## src/rtl/pipe_ctrl_pkg.sv

```systemverilog
// pipe_ctrl_pkg: shared types and constants for the pipeline sequencing controller.
//   state_e     - controller FSM state encoding (IDLE/LOAD/RUN/HALT)
//   sb_entry_t  - destination scoreboard entry {valid, idx}
//   DRAIN_DEPTH - cycles drained after an exception before halting
package pipe_ctrl_pkg;

   localparam int unsigned REG_W   = 5;
   localparam int unsigned CNT_W   = 16;
   localparam int unsigned DRAIN_W = 2;
   localparam int unsigned STATE_W = 2;

   localparam logic [DRAIN_W-1:0] DRAIN_DEPTH = DRAIN_W'(3);

   typedef enum logic [STATE_W-1:0] {
      IDLE = 2'd0,
      LOAD = 2'd1,
      RUN  = 2'd2,
      HALT = 2'd3
   } state_e;

   typedef struct packed {
      logic             valid;
      logic [REG_W-1:0] idx;
   } sb_entry_t;

   localparam sb_entry_t SB_INVALID = '{valid: 1'b0, idx: REG_W'(0)};

endpackage

```

## src/rtl/pipe_hazard_cmp.sv

```systemverilog
// pipe_hazard_cmp: RAW hit detection of the ID instruction against one scoreboard entry.
// Ports:
//   i_rs, i_rt   - source register indices of the ID instruction
//   i_uses_rt    - ID instruction actually reads rt
//   i_entry      - scoreboard entry {valid, idx}
//   o_hit_c      - combinational hit; $0 never hits since it is hard-wired zero
module pipe_hazard_cmp
   import pipe_ctrl_pkg::*;
(
   input  logic [REG_W-1:0] i_rs,
   input  logic [REG_W-1:0] i_rt,
   input  logic             i_uses_rt,
   input  sb_entry_t        i_entry,
   output logic             o_hit_c
);

   logic w_rs_match;
   logic w_rt_match;

   assign w_rs_match = (i_entry.idx == i_rs);
   assign w_rt_match = i_uses_rt && (i_entry.idx == i_rt);
   assign o_hit_c    = i_entry.valid && (i_entry.idx != REG_W'(0)) && (w_rs_match || w_rt_match);

endmodule

```

## src/rtl/pipe_ctrl.sv

```systemverilog
// pipe_ctrl: pipeline sequencing controller for the 5-stage SYS_ core.
// Drives stage-register write-enables and flushes; detects RAW hazards via a
// 2-entry destination scoreboard (no forwarding), squashes wrong-path work on
// taken branches, and sequences load, single-step and halt-on-exception.
// Ports:
//   SYS_clk, SYS_reset (async, active-low)
//   SYS_load, step_en, step_req                    - sequencing controls
//   id_rs, id_rt, id_uses_rt, id_dest, id_regwrite  - ID-stage operand info
//   id_exception, mem_branch_taken                  - exception / branch resolution
//   pc_we, if_id_we, pipe_we                        - stage write-enables (Mealy)
//   if_id_flush, id_ex_flush, ex_mem_flush          - bubble insertion (Mealy)
//   state, halted                                   - FSM state observation
//   stall_cnt, flush_cnt                            - perf counters
// Build option: PIPE_CTRL_PERF_EN enables the saturating perf counters;
// without it the counters read as zero.
module pipe_ctrl
   import pipe_ctrl_pkg::*;
(
   input  logic               SYS_clk,
   input  logic               SYS_reset,
   input  logic               SYS_load,
   input  logic               step_en,
   input  logic               step_req,
   input  logic [REG_W-1:0]   id_rs,
   input  logic [REG_W-1:0]   id_rt,
   input  logic               id_uses_rt,
   input  logic [REG_W-1:0]   id_dest,
   input  logic               id_regwrite,
   input  logic               id_exception,
   input  logic               mem_branch_taken,
   output logic               pc_we,
   output logic               if_id_we,
   output logic               pipe_we,
   output logic               if_id_flush,
   output logic               id_ex_flush,
   output logic               ex_mem_flush,
   output logic [STATE_W-1:0] state,
   output logic               halted,
   output logic [CNT_W-1:0]   stall_cnt,
   output logic [CNT_W-1:0]   flush_cnt
);

   state_e             r_state;
   state_e             w_state_nxt;
   sb_entry_t          r_sb_ex;
   sb_entry_t          r_sb_mem;
   sb_entry_t          w_sb_ex_nxt;
   sb_entry_t          w_sb_mem_nxt;
   sb_entry_t          w_id_entry;
   logic [DRAIN_W-1:0] r_drain_cnt;
   logic [DRAIN_W-1:0] w_drain_nxt;
   logic               w_hit_ex;
   logic               w_hit_mem;
   logic               w_hazard;
   logic               w_advance;

   // RAW check against the producers currently in EX and MEM
   pipe_hazard_cmp u_cmp_ex (
      .i_rs      (id_rs),
      .i_rt      (id_rt),
      .i_uses_rt (id_uses_rt),
      .i_entry   (r_sb_ex),
      .o_hit_c   (w_hit_ex)
   );

   pipe_hazard_cmp u_cmp_mem (
      .i_rs      (id_rs),
      .i_rt      (id_rt),
      .i_uses_rt (id_uses_rt),
      .i_entry   (r_sb_mem),
      .o_hit_c   (w_hit_mem)
   );

   assign w_hazard   = w_hit_ex || w_hit_mem;
   assign w_advance  = !step_en || step_req;
   assign w_id_entry = '{valid: id_regwrite, idx: id_dest};

   // State, scoreboard and drain counter registers
   always_ff @(posedge SYS_clk or negedge SYS_reset) begin
      if (!SYS_reset) begin
         r_state     <= IDLE;
         r_sb_ex     <= SB_INVALID;
         r_sb_mem    <= SB_INVALID;
         r_drain_cnt <= '0;
      end else begin
         r_state     <= w_state_nxt;
         r_sb_ex     <= w_sb_ex_nxt;
         r_sb_mem    <= w_sb_mem_nxt;
         r_drain_cnt <= w_drain_nxt;
      end
   end

   // Next-state and Mealy enable/flush decode
   always_comb begin
      w_state_nxt  = r_state;
      w_sb_ex_nxt  = r_sb_ex;
      w_sb_mem_nxt = r_sb_mem;
      w_drain_nxt  = r_drain_cnt;
      pc_we        = 1'b0;
      if_id_we     = 1'b0;
      pipe_we      = 1'b0;
      if_id_flush  = 1'b0;
      id_ex_flush  = 1'b0;
      ex_mem_flush = 1'b0;

      case (r_state)
         IDLE, HALT: begin
            if_id_flush  = 1'b1;
            id_ex_flush  = 1'b1;
            ex_mem_flush = 1'b1;
         end
         LOAD: begin
            pc_we        = 1'b1;
            pipe_we      = 1'b1;
            if_id_flush  = 1'b1;
            id_ex_flush  = 1'b1;
            ex_mem_flush = 1'b1;
            w_sb_ex_nxt  = SB_INVALID;
            w_sb_mem_nxt = SB_INVALID;
            w_drain_nxt  = '0;
            w_state_nxt  = RUN;
         end
         RUN: begin
            if (w_advance) begin
               if (mem_branch_taken) begin
                  // Squash IF, ID and EX; wrong-path producers never write back
                  pc_we        = 1'b1;
                  if_id_we     = 1'b1;
                  pipe_we      = 1'b1;
                  if_id_flush  = 1'b1;
                  id_ex_flush  = 1'b1;
                  ex_mem_flush = 1'b1;
                  w_sb_ex_nxt  = SB_INVALID;
                  w_sb_mem_nxt = SB_INVALID;
                  w_drain_nxt  = '0;
               end else if (r_drain_cnt != '0) begin
                  // Drain older instructions; fetch is frozen and ID gets bubbles
                  if_id_we     = 1'b1;
                  pipe_we      = 1'b1;
                  if_id_flush  = 1'b1;
                  w_sb_mem_nxt = r_sb_ex;
                  w_sb_ex_nxt  = w_id_entry;
                  w_drain_nxt  = r_drain_cnt - DRAIN_W'(1);
                  if (r_drain_cnt == DRAIN_W'(1)) begin
                     w_state_nxt = HALT;
                  end
               end else if (w_hazard) begin
                  // Hold IF/ID, send a bubble into EX
                  pipe_we      = 1'b1;
                  id_ex_flush  = 1'b1;
                  w_sb_mem_nxt = r_sb_ex;
                  w_sb_ex_nxt  = SB_INVALID;
               end else if (id_exception) begin
                  if_id_we     = 1'b1;
                  pipe_we      = 1'b1;
                  if_id_flush  = 1'b1;
                  w_sb_mem_nxt = r_sb_ex;
                  w_sb_ex_nxt  = w_id_entry;
                  w_drain_nxt  = DRAIN_DEPTH;
               end else begin
                  pc_we        = 1'b1;
                  if_id_we     = 1'b1;
                  pipe_we      = 1'b1;
                  w_sb_mem_nxt = r_sb_ex;
                  w_sb_ex_nxt  = w_id_entry;
               end
            end
         end
         default: begin
            w_state_nxt = IDLE;
         end
      endcase

      // Load request overrides everything, including a same-cycle taken branch
      if (SYS_load) begin
         w_state_nxt  = LOAD;
         w_sb_ex_nxt  = SB_INVALID;
         w_sb_mem_nxt = SB_INVALID;
         w_drain_nxt  = '0;
      end
   end

   assign state  = r_state;
   assign halted = (r_state == HALT);

`ifdef PIPE_CTRL_PERF_EN
   logic             w_stall_evt;
   logic             w_flush_evt;
   logic [CNT_W-1:0] r_stall_cnt;
   logic [CNT_W-1:0] r_flush_cnt;

   assign w_stall_evt = (r_state == RUN) && !SYS_load && w_advance && !mem_branch_taken &&
                        (r_drain_cnt == '0) && w_hazard;
   assign w_flush_evt = (r_state == RUN) && !SYS_load && w_advance && mem_branch_taken;

   // Saturating event counters, cleared while loading
   always_ff @(posedge SYS_clk or negedge SYS_reset) begin
      if (!SYS_reset) begin
         r_stall_cnt <= '0;
         r_flush_cnt <= '0;
      end else if (r_state == LOAD) begin
         r_stall_cnt <= '0;
         r_flush_cnt <= '0;
      end else begin
         if (w_stall_evt && (r_stall_cnt != '1)) begin
            r_stall_cnt <= r_stall_cnt + CNT_W'(1);
         end
         if (w_flush_evt && (r_flush_cnt != '1)) begin
            r_flush_cnt <= r_flush_cnt + CNT_W'(1);
         end
      end
   end

   assign stall_cnt = r_stall_cnt;
   assign flush_cnt = r_flush_cnt;
`else
   assign stall_cnt = '0;
   assign flush_cnt = '0;
`endif

endmodule

```

## config.mk

```make
export PLATFORM = sky130hd
export DESIGN_NAME = pipe_ctrl
export DESIGN_NICKNAME = d
export VERILOG_FILES = /design/src/rtl/pipe_ctrl_pkg.sv /design/src/rtl/pipe_hazard_cmp.sv /design/src/rtl/pipe_ctrl.sv
export SDC_FILE = /design/constraint.sdc
export NUM_CORES = 1
export LEC_CHECK = 0
export BUFFER_PORTS_ARGS = -buffer_cell sky130_fd_sc_hd__clkbuf_2
export CAP_MARGIN = 20
export CORE_ASPECT_RATIO = 1.75
export CORE_MARGIN = 1
export CORE_UTILIZATION = 25
export CTS_CLUSTER_SIZE = 20
export DETAILED_ROUTE_END_ITERATION = 6
export GPL_TIMING_DRIVEN = 0
export PLACE_DENSITY_LB_ADDON = 0.1
export SYNTH_ARGS = -nofsm -noshare
export SYNTH_HDL_FRONTEND = slang
export SYNTH_HIERARCHICAL = 1
export SYNTH_SLANG_ARGS = --single-unit
export TNS_END_PERCENT = 1
```

## constraint.sdc

```tcl
create_clock -name SYS_clk -period 5.1 [get_ports SYS_clk]
set_input_delay 0.765 -clock SYS_clk [delete_from_list [all_inputs] [get_ports SYS_clk]]
set_output_delay 0.765 -clock SYS_clk [all_outputs]
set_load 0.02 [all_outputs]
```

Yosys cells after proc, flatten, opt, wreduce, memory -nomap -nowiden:

Index checks and enable logic that the tools add are counted.

* flip-flop bits (word level): 16
* bits in latches: 0
* RAM bits: 0
* bits in read-only memories: 0
* bits of input ports: 24
* logic and storage cells: 91
* memories kept: 0

* add/sub/neg operators: 1
* $mul: 0
* div/mod/pow operators: 0
* $lt $le $gt $ge: 0
* equality and inequality tests: 14
* shifts and indexed selects: 0
* muxes and demuxes: 50
* bitwise operators: 0
* reductions and logical operators: 20

Operators by type and width (count)
* two-way mux 6 bit: 8
* one-hot mux 6 bit (2 select lines): 2
* two-way mux 1 bit: 22
* two-way mux 2 bit: 11
* equality test 5 bit: 4
* != test 3 bit (second input constant): 4
* != test 5 bit (second input constant): 2
* one-hot mux 1 bit (2 select lines): 5
* nonzero test 5 bit: 2
* one-hot mux 2 bit (2 select lines): 2
* logical AND 1 bit: 6
* AND reduction 5 bit: 1
* equality test 2 x 1 -> 1 bit (second input constant): 2
* equality test 2 bit (second input constant): 2
* logical OR 1 bit: 4
* AND reduction 4 bit: 1
* nonzero test 3 bit: 1
* OR reduction 3 bit: 1
* logical NOT 2 bit: 1
* AND reduction 2 bit: 1
* nonzero test 2 bit: 1
* subtractor 2 x 1 -> 2 bit (second input constant): 1
* logical NOT 1 bit: 1

Depth between registers and ports, before layout:

Gate-level depths: netlist of run 1.

* depth in word-level cells: 11
* gate-level depth with buffers: 7

Cells and area by module:

Netlist of run 1, hierarchy kept.

By module, submodules not included
* pipe_ctrl: instances 1, cells each 127, area an instance 1192.4 um2, sequential area each 400.4 um2
* pipe_hazard_cmp: instances 2, cells each 17, area an instance 132.6 um2, sequential area each 0.0 um2

Least setup slack after synthesis of run 1:

Ideal clock, no wire load.

* kind: input to output
* start point: input id_rt[3]
* end point: output id_ex_flush
* data arrival time: 2.054 ns
* required time: 4.335 ns
* setup slack: 2.281 ns
* cell stages on the path: 7
* buffers on the path: 0
* cells stage by stage: xor2_1 > nor4_2 > nand3_1 > a21oi_1 > o21ai_0 > a21oi_1 > nand2b_1

* word-level cells in the longest chain between the ends: 10
* elaborated cells on any way between the ends: 14
* classes of those cells: eq/ne (2); mux (5); reduce/logical (7)

Ends and longest elaborated chain
* from (decl): line pipe_ctrl.sv:25 `input logic [REG_W-1:0] id_rt,`
* equality test 5 bit: line pipe_hazard_cmp.sv:21 `assign w_rt_match = i_uses_rt && (i_entry.idx == i_rt);`
* logical AND 1 bit: line pipe_hazard_cmp.sv:21
* logical OR 1 bit: line pipe_hazard_cmp.sv:22 `assign o_hit_c = i_entry.valid && (i_entry.idx != REG_W'(0)) && (w_rs_match || w_rt_match);`
* logical AND 1 bit: line pipe_hazard_cmp.sv:22
* net w_hit_mem: line pipe_ctrl.sv:53 `logic w_hit_mem;`
* logical OR 1 bit: line pipe_ctrl.sv:74 `assign w_hazard = w_hit_ex || w_hit_mem;`
* two-way mux 1 bit: line pipe_ctrl.sv:147 `end else if (w_hazard) begin`
* two-way mux 1 bit: line pipe_ctrl.sv:136 `end else if (r_drain_cnt != '0) begin`
* two-way mux 1 bit: line pipe_ctrl.sv:125 `if (mem_branch_taken) begin`
* two-way mux 1 bit: line pipe_ctrl.sv:124 `if (w_advance) begin`
* one-hot mux 1 bit (2 select lines): line pipe_ctrl.sv:106 `case (r_state)`
* to (decl): line pipe_ctrl.sv:35 `output logic id_ex_flush,`

The timed path passes the listed nets, and every way through them passes these cells.

Final worst setup path of run 1:

* start point: register r_sb_mem[0] (netlist bit)
* end point: output id_ex_flush

* word-level cells in the longest chain between the ends: 10
* elaborated cells on any way between the ends: 13
* classes of those cells: eq/ne (2); mux (5); reduce/logical (6)

Ends and longest elaborated chain
* from (decl): line pipe_ctrl.sv:46 `sb_entry_t r_sb_mem;`
* from (signal assigned): line pipe_ctrl.sv:88 `r_sb_mem <= w_sb_mem_nxt;`
* equality test 5 bit: line pipe_hazard_cmp.sv:21
* logical AND 1 bit: line pipe_hazard_cmp.sv:21
* logical OR 1 bit: line pipe_hazard_cmp.sv:22
* logical AND 1 bit *: line pipe_hazard_cmp.sv:22
* net w_hit_mem: line pipe_ctrl.sv:53
* logical OR 1 bit *: line pipe_ctrl.sv:74
* two-way mux 1 bit *: line pipe_ctrl.sv:147
* two-way mux 1 bit *: line pipe_ctrl.sv:136
* two-way mux 1 bit *: line pipe_ctrl.sv:125
* two-way mux 1 bit *: line pipe_ctrl.sv:124
* one-hot mux 1 bit (2 select lines) *: line pipe_ctrl.sv:106

Mark *: on every way through the listed nets, which the timed path passes. The rest lies on a longest branch.

==> out/qor.tcl, run 1 <==
set qor(netlist_area_um2) 1458
set qor(worstPathMaxFanout) 8
set qor(ys_seq_elements) 16
set qor(critical_path.startpoint_type) {flip-flop}
set qor(insertedDiodeCount) 0
set qor(drc_errors) 0
set qor(slowest_stage) {sky130_fd_sc_hd__o21ai_0}
set qor(placeable_core_region_um2) 5585
set qor(layout_cells_sized_above_1_pct) 35.53
set qor(tritoncts) {yes}
set qor(areal_power_density_over_the_cells_nw_per_um2) 207.9
set qor(critical_path.most_common_cell) {sky130_fd_sc_hd__a21oi_1}
set qor(p_leak_uw) 0.001054
set qor(synth_area_leaders) {sky130_fd_sc_hd__dfrtp_1 27%, sky130_fd_sc_hd__buf_4 17%, sky130_fd_sc_hd__xor2_1 8.4%, sky130_fd_sc_hd__mux2_2 4.6%, sky130_fd_sc_hd__ha_1 4.3%}
set qor(synth_top_area_share_pct) 27.47
set qor(timing_worst_setup_path_type) {reg2out}
set qor(grt_start_max_net_pins) 17
set qor(max_slew.worst_pin.slew_ns) 0.9052
set qor(insertion_delay_ns) 0.26
set qor(grt_setup_unrepaired) {no}
set qor(dieHeight_um) 103.0
set qor(route.vias.total) 1174
set qor(cts.repair.resized) 0
set qor(finalNetCount) 258
set qor(first_iter_violations) 29
set qor(die_area_um2) 6152
set qor(layout.cells.most_common_list) {33 x sky130_fd_sc_hd__buf_4, 32 x sky130_fd_sc_hd__conb_1, 32 x sky130_fd_sc_hd__clkbuf_2}
set qor(max_freq_mhz) 290.1
set qor(netlist-cell-type-count) 36
set qor(num_rows) 36
set qor(grt_first_pass_wirelength_mm) 5.244
set qor(synth-warning-count) 6
set qor(power.switching_fraction_pct) 34.27
set qor(timing.critical_path.slowest_cell_delay_ns) 0.74
set qor(irDropWorstVdd_mv) 0.08664
set qor(drt-pass1-iter-count) 4
set qor(synthesis.area_per_instance_um2) 9.054
set qor(combPwrFrac_pct) 35.5
set qor(total_switching_power_uw) 134.2
set qor(synthCells) 161
set qor(wl_mm) 3.309
set qor(final_common_cell) {sky130_fd_sc_hd__buf_4}
set qor(final_min_period_over_clock_period_pct) 67.60
set qor(route.detailed.vias_per_inst) 3.862
set qor(relSlewSlack_pct) 39.02
set qor(crit_path_cell_trace) {or4_1 > o21ai_1 > a21oi_1 > o21ai_0 > a21oi_1 > nand2b_1 > clkbuf_2}
set qor(final_min_period_ns) 3.448
set qor(cap_viol_max_count) 0
set qor(final-max-slew-violation-count) 0
set qor(worst_clock_skew_ns) 0.005843
set qor(placement.io_buffers) 32
set qor(syn_to_final_growth_pct) 29.27
set qor(number_of_antenna_violations_at_the_first_check_in_global_routing) 0
set qor(clockPowerShare_pct) 29.6
set qor(die_x_um) 59.72
set qor(floorplan.io_pins) 65
set qor(sequentialPowerShare_pct) 34.9
set qor(tritoncts_buffers) 3
set qor(type_of_the_most_critical_hold_path) {in2async}
set qor(synth_top_flop_cell) {sky130_fd_sc_hd__dfrtp_1}
set qor(stdcell_count) 304
set qor(grt_pass1_vias) 1123
set qor(run_status) {completed}
set qor(clockBufferDepth) 2
set qor(ctsRootBufferMaster) {sky130_fd_sc_hd__clkbuf_8}
set qor(gp_congestion) 0.7600
set qor(setup_tns_ns) 0
set qor(post_cts.repair.setup_buffers) 0
set qor(end_kind) {primary output}
set qor(clock_sink_count) 16
set qor(critical_path_required_ns) 4.34
set qor(track_usage_pct) 11.33
set qor(cts.reportedPaths.clkPinSlew_ns) 0.07
set qor(place.detailed.instances) 300
set qor(gr_ovfl_total) 0
set qor(synth_top_cell_by_area) {sky130_fd_sc_hd__dfrtp_1}
set qor(postCtsHoldBufs) 0
set qor(hold_violations) 0
set qor(h-tree-depth) 1
set qor(synth-async-reset-ratio_pct) 100.0
set qor(internal_power_uw) 257.5
set qor(sequential_cell_area_fraction_in_the_yosys_report_pct) 27.47
set qor(drt.antenna.violating_nets) 0
set qor(initial_core_util_pct) 26.10
set qor(arrival_ns) 2.68
set qor(detailed_place_hpwl_mm) 2.743
set qor(detail_route.wl_per_cell_um) 10.88
set qor(setup_viol) 0
set qor(synth_enable_flop_cells) 0
-- state kept, by name, summed over array words and instances, names as in the netlist --
signal,flops
r_sb_mem,6
r_sb_ex,6
r_drain_cnt,2
state,2
-- synth_stat cells (all sizes together), types with 3 or more instances --
cell and n:
nor3 3, nor2 3, nand2b 3, o21ai 5, nand3 4, inv 13
nand2 6, dfrtp 16, xnor2 6, mux2i 6, buf 33, and3 6
mux2 6, ha 5, xor2 14, a21oi 6
-- layer usage --
layer	wire length (um)	GRT usage [%]	up-vias	share of wire [%]
li1	-	-	620	-
met1	1323	11.94	515	40
met2	1777	21.88	35	54
met3	163	1.757	4	4.9
met4	45	3.757	0	1.4
met5	0	0	-	0
-- power by group through the flow --
stage / sequential [uW] / clock (uW) / combinational [uW]
2_1_floorplan: 141 / 0 / 102
3_3_place_gp: 139 / 0 / 141
3_5_place_dp: 140 / 0 / 140
4_1_cts: 137 / 119 / 140
5_1_grt: 138 / 123 / 154
6_report: 137 / 116 / 139
-- area by class of cell --
cell class | instances | area, um2
plain buffers | 35 | 255.2
clock buffers | 4 | 55.05
fillers | 647 | 3701
repair buffers | 32 | 160.2
well taps | 76 | 95.09
multi-input cells | 128 | 869.6
inverters | 13 | 48.80
flip-flops and latches | 16 | 400.4
-- kinds of logic (layout without fill, tap and decap cells) --
logic type | Yosys count | after routing | share of synthesized area [%]
XOR/XNOR | 20 | 20 | 12.02
adder cells (fa/ha/maj) | 5 | 5 | 4.292
AO/OA/AOI/OAI | 21 | 21 | 9.443
other | 1 | 32 | 0.2573
flip-flops | 16 | 16 | 27.47
multiplexers | 12 | 12 | 8.755
AND/OR/NAND/NOR | 38 | 38 | 16.91
buffers and inverters | 48 | 84 | 20.86
-- per-stage QoR --
stage	total power, uW	hold WS, ns	setup WS, ns	util (%)	cell area (um2)
final	391.7	0.4336	1.652	33.74	1884
after global routing	415.1	0.4651	1.409	33.74	1884
after CTS	396.4	0.4484	1.565	33.74	1884
after detailed placement	279.3	0.5060	1.641	32.75	1829
after global placement	280.5	0.5122	1.628	32.75	1829
after floorplan	242.6	0.4694	2.281	-	1574
-- critical path, delay by kind of cell, from the launching register on --
family,cells,cell delay [ns]
and+or+nand+nor,2,0.73
DFF,1,0.44
buffers and inverters,1,0.16
AOI/OAI and AO/OA,4,1.09
-- worst paths after layout --
check,startpoint,endpoint,slack [ns],cells after the start
worst max register to register,r_sb_mem[0],r_sb_ex[3],2.68,6
worst min register to register,r_drain_cnt[1],r_drain_cnt[1],0.52,1
worst max-delay path,r_sb_mem[0],id_ex_flush,1.65,7
min in group SYS_clk,r_drain_cnt[1],r_drain_cnt[1],0.52,1
worst min-delay path,SYS_reset,r_sb_ex[2],0.43,1
max in group asynchronous,SYS_reset,r_sb_ex[3],4.37,1
(Power assumes the default switching activity.)
==> run 2, diff against run 1 <==
- clock period: 5.1 -> 3.35 ns (I/O delays scaled with it)
==> out/qor.tcl, run 2 (same netlist as run 1, synthesis figures left out) <==
set qor(reg2regPathDepth) 6 ;# unchanged
set qor(tritoncts) {yes}
set qor(placement.io_buffers) 32 ;# unchanged
set qor(placeable_core_region_um2) 5585 ;# unchanged
set qor(initial_core_util_pct) 26.10 ;# unchanged
set qor(clock_sink_count) 16 ;# unchanged
set qor(drt.antenna.violating_nets) 0 ;# unchanged
set qor(setup_tns_ns) 0 ;# unchanged
set qor(cts.reportedPaths.clkPinSlew_ns) 0.07 ;# about the same
set qor(largest_registers) {r_sb_ex: 6 flops, r_sb_mem: 6 flops}
set qor(detailed_place_hpwl_mm) 2.743 ;# unchanged
set qor(crit_path_cell_trace) {or4_1 > o21ai_1 > a21oi_1 > o21ai_1 > a21oi_1 > nand2b_1 > clkbuf_2}
set qor(worst_clock_skew_ns) 0.005843 ;# unchanged
set qor(areal_power_density_over_the_cells_nw_per_um2) 316.5 ;# +52%
set qor(ctsRootBufferMaster) {sky130_fd_sc_hd__clkbuf_8}
set qor(crit-reg2reg-capture) {r_drain_cnt[0]}
set qor(setup_viol) 0 ;# unchanged
set qor(type_of_the_most_critical_hold_path) {in2async}
set qor(arrival_ns) 2.42 ;# -0.26 ns
set qor(end_kind) {primary output}
set qor(dieHeight_um) 103.0 ;# unchanged
set qor(post_cts.repair.setup_buffers) 0 ;# unchanged
set qor(timing.critical_path.slowest_cell_delay_ns) 0.56 ;# -0.18 ns
set qor(slowest_stage) {sky130_fd_sc_hd__or4_1}
set qor(insertion_delay_ns) 0.26 ;# about the same
set qor(final_common_cell) {sky130_fd_sc_hd__buf_4}
set qor(dp_worst_setup_slack_ns) 0.3709 ;# -1.270 ns
set qor(p_leak_uw) 0.001054 ;# about the same
set qor(crit_buf_inv) 1 ;# unchanged
set qor(critPathLaunch) {r_sb_mem[0]}
set qor(stdcell_count) 304 ;# unchanged
set qor(max_freq_mhz) 341.8
set qor(fin_ws_ns) 0.4247 ;# -1.228 ns
set qor(grt_setup_unrepaired) {no}
set qor(grt_first_pass_wirelength_mm) 5.244 ;# unchanged
set qor(grt_start_max_net_pins) 17 ;# unchanged
set qor(insertedDiodeCount) 0 ;# unchanged
set qor(die_area_um2) 6152 ;# unchanged
set qor(drt-pass1-iter-count) 4 ;# unchanged
set qor(worstPathMaxFanout) 8 ;# unchanged
set qor(critical_path_required_ns) 2.85 ;# -1.49 ns
set qor(irDropWorstVdd_mv) 0.1319 ;# +52%
set qor(drc_errors) 0 ;# unchanged
set qor(h-tree-depth) 1 ;# unchanged
set qor(layout.cells.most_common_list) {33 x sky130_fd_sc_hd__buf_4, 32 x sky130_fd_sc_hd__conb_1, 32 x sky130_fd_sc_hd__clkbuf_2}
set qor(track_usage_pct) 11.33 ;# unchanged
set qor(relSlewSlack_pct) 60.81 ;# +22 points
set qor(critical_path.top_delay_family) {compound AO/OA/AOI/OAI gates}
set qor(postCtsHoldBufs) 0 ;# unchanged
set qor(grt_pass1_vias) 1123 ;# unchanged
set qor(place.detailed.instances) 300 ;# unchanged
set qor(final_min_period_over_clock_period_pct) 87.32
set qor(tritoncts_buffers) 3 ;# unchanged
set qor(clockBufferDepth) 2 ;# unchanged
set qor(r2r-start) {r_sb_mem[0]}
set qor(max_slew.worst_pin.slew_ns) 0.5840 ;# -0.3212 ns
set qor(first_iter_violations) 30 ;# +3.4%
set qor(die_x_um) 59.72 ;# unchanged
set qor(rrSetupSlack_ns) 0.95 ;# -1.73 ns
set qor(floorplan.io_pins) 65 ;# unchanged
set qor(syn_to_final_growth_pct) 29.27 ;# unchanged
set qor(cap_viol_max_count) 0 ;# unchanged
set qor(gr_ovfl_total) 0 ;# unchanged
set qor(critical_path.startpoint_type) {flip-flop}
set qor(timing_worst_setup_path_type) {reg2out}
set qor(final_min_period_ns) 2.925
set qor(run_status) {completed}
set qor(route.detailed.vias_per_inst) 3.868 ;# +0.17%
set qor(finalNetCount) 258 ;# unchanged
set qor(detail_route.wl_per_cell_um) 10.89 ;# about the same
set qor(wl_mm) 3.310 ;# about the same
set qor(gp_congestion) 0.7600 ;# unchanged
set qor(final-max-slew-violation-count) 0 ;# unchanged
set qor(hold_violations) 0 ;# unchanged
set qor(number_of_antenna_violations_at_the_first_check_in_global_routing) 0 ;# unchanged
set qor(layout_cells_sized_above_1_pct) 35.53 ;# unchanged
set qor(route.vias.total) 1176 ;# +0.17%
set qor(num_rows) 36 ;# unchanged
set qor(placed_area_um2) 1829 ;# unchanged
set qor(layout.cell_area.non_filler_um2) 1884 ;# unchanged
[run 2: cell counts in the layout (fill, tap and decap cells not counted)]
Identical to the previous run, type by type.
[run 2: power breakdown]
| part | internal [uW] | switching, uW | leakage, uW |
|---|---|---|---|
| logic | 88.3 | 124 | 0.000807 |
| clock network | 104 | 71.9 | 0.0000288 |
| registers | 199 | 8.93 | 0.000219 |
| total | 392 | 204 | 0.00105 |
[run 2: worst max path at each step]
stage                        to  slack [ns]  depth (start not counted)
global route        id_ex_flush        0.22                          7
detailed placement  id_ex_flush        0.37                          7
floorplan           if_id_flush        0.98                          6
global placement    id_ex_flush        0.37                          7
CTS                 id_ex_flush        0.08                          7
finish              id_ex_flush        0.42                          7
[run 2: cell type report]
type | instances | area (um2)
multi-input combinational | 128 | 869.6
sequential | 16 | 400.4
buffer | 35 | 255.2
fill | 647 | 3701
clock buffer | 4 | 55.05
tap | 76 | 95.09
timing repair buffer | 32 | 160.2
inverter | 13 | 48.80
[run 2: through the flow]
step	hold WS (ns)	total power, uW	util (%)
finish	0.1711	596.4	33.74
global route	0.2026	632.0	33.74
CTS	0.1859	603.5	33.74
detailed placement	0.4624	425.3	32.75
global placement	0.4576	427.0	32.75
floorplan	0.2069	369.4	-
[run 2: what timing repair did]
action / 4_1_cts / 5_1_grt
resized for setup: 0 / 1
endpoints found under the setup margin: 0 / 1
hold endpoints to repair: 0 / 0
[run 2: routing by layer]
layer	vias to the layer above	global-route usage [%]	wire length [um]
met5	-	0	0
met4	0	3.757	45
met3	4	1.757	163
met2	35	21.88	1777
met1	517	11.94	1323
li1	620	-	-
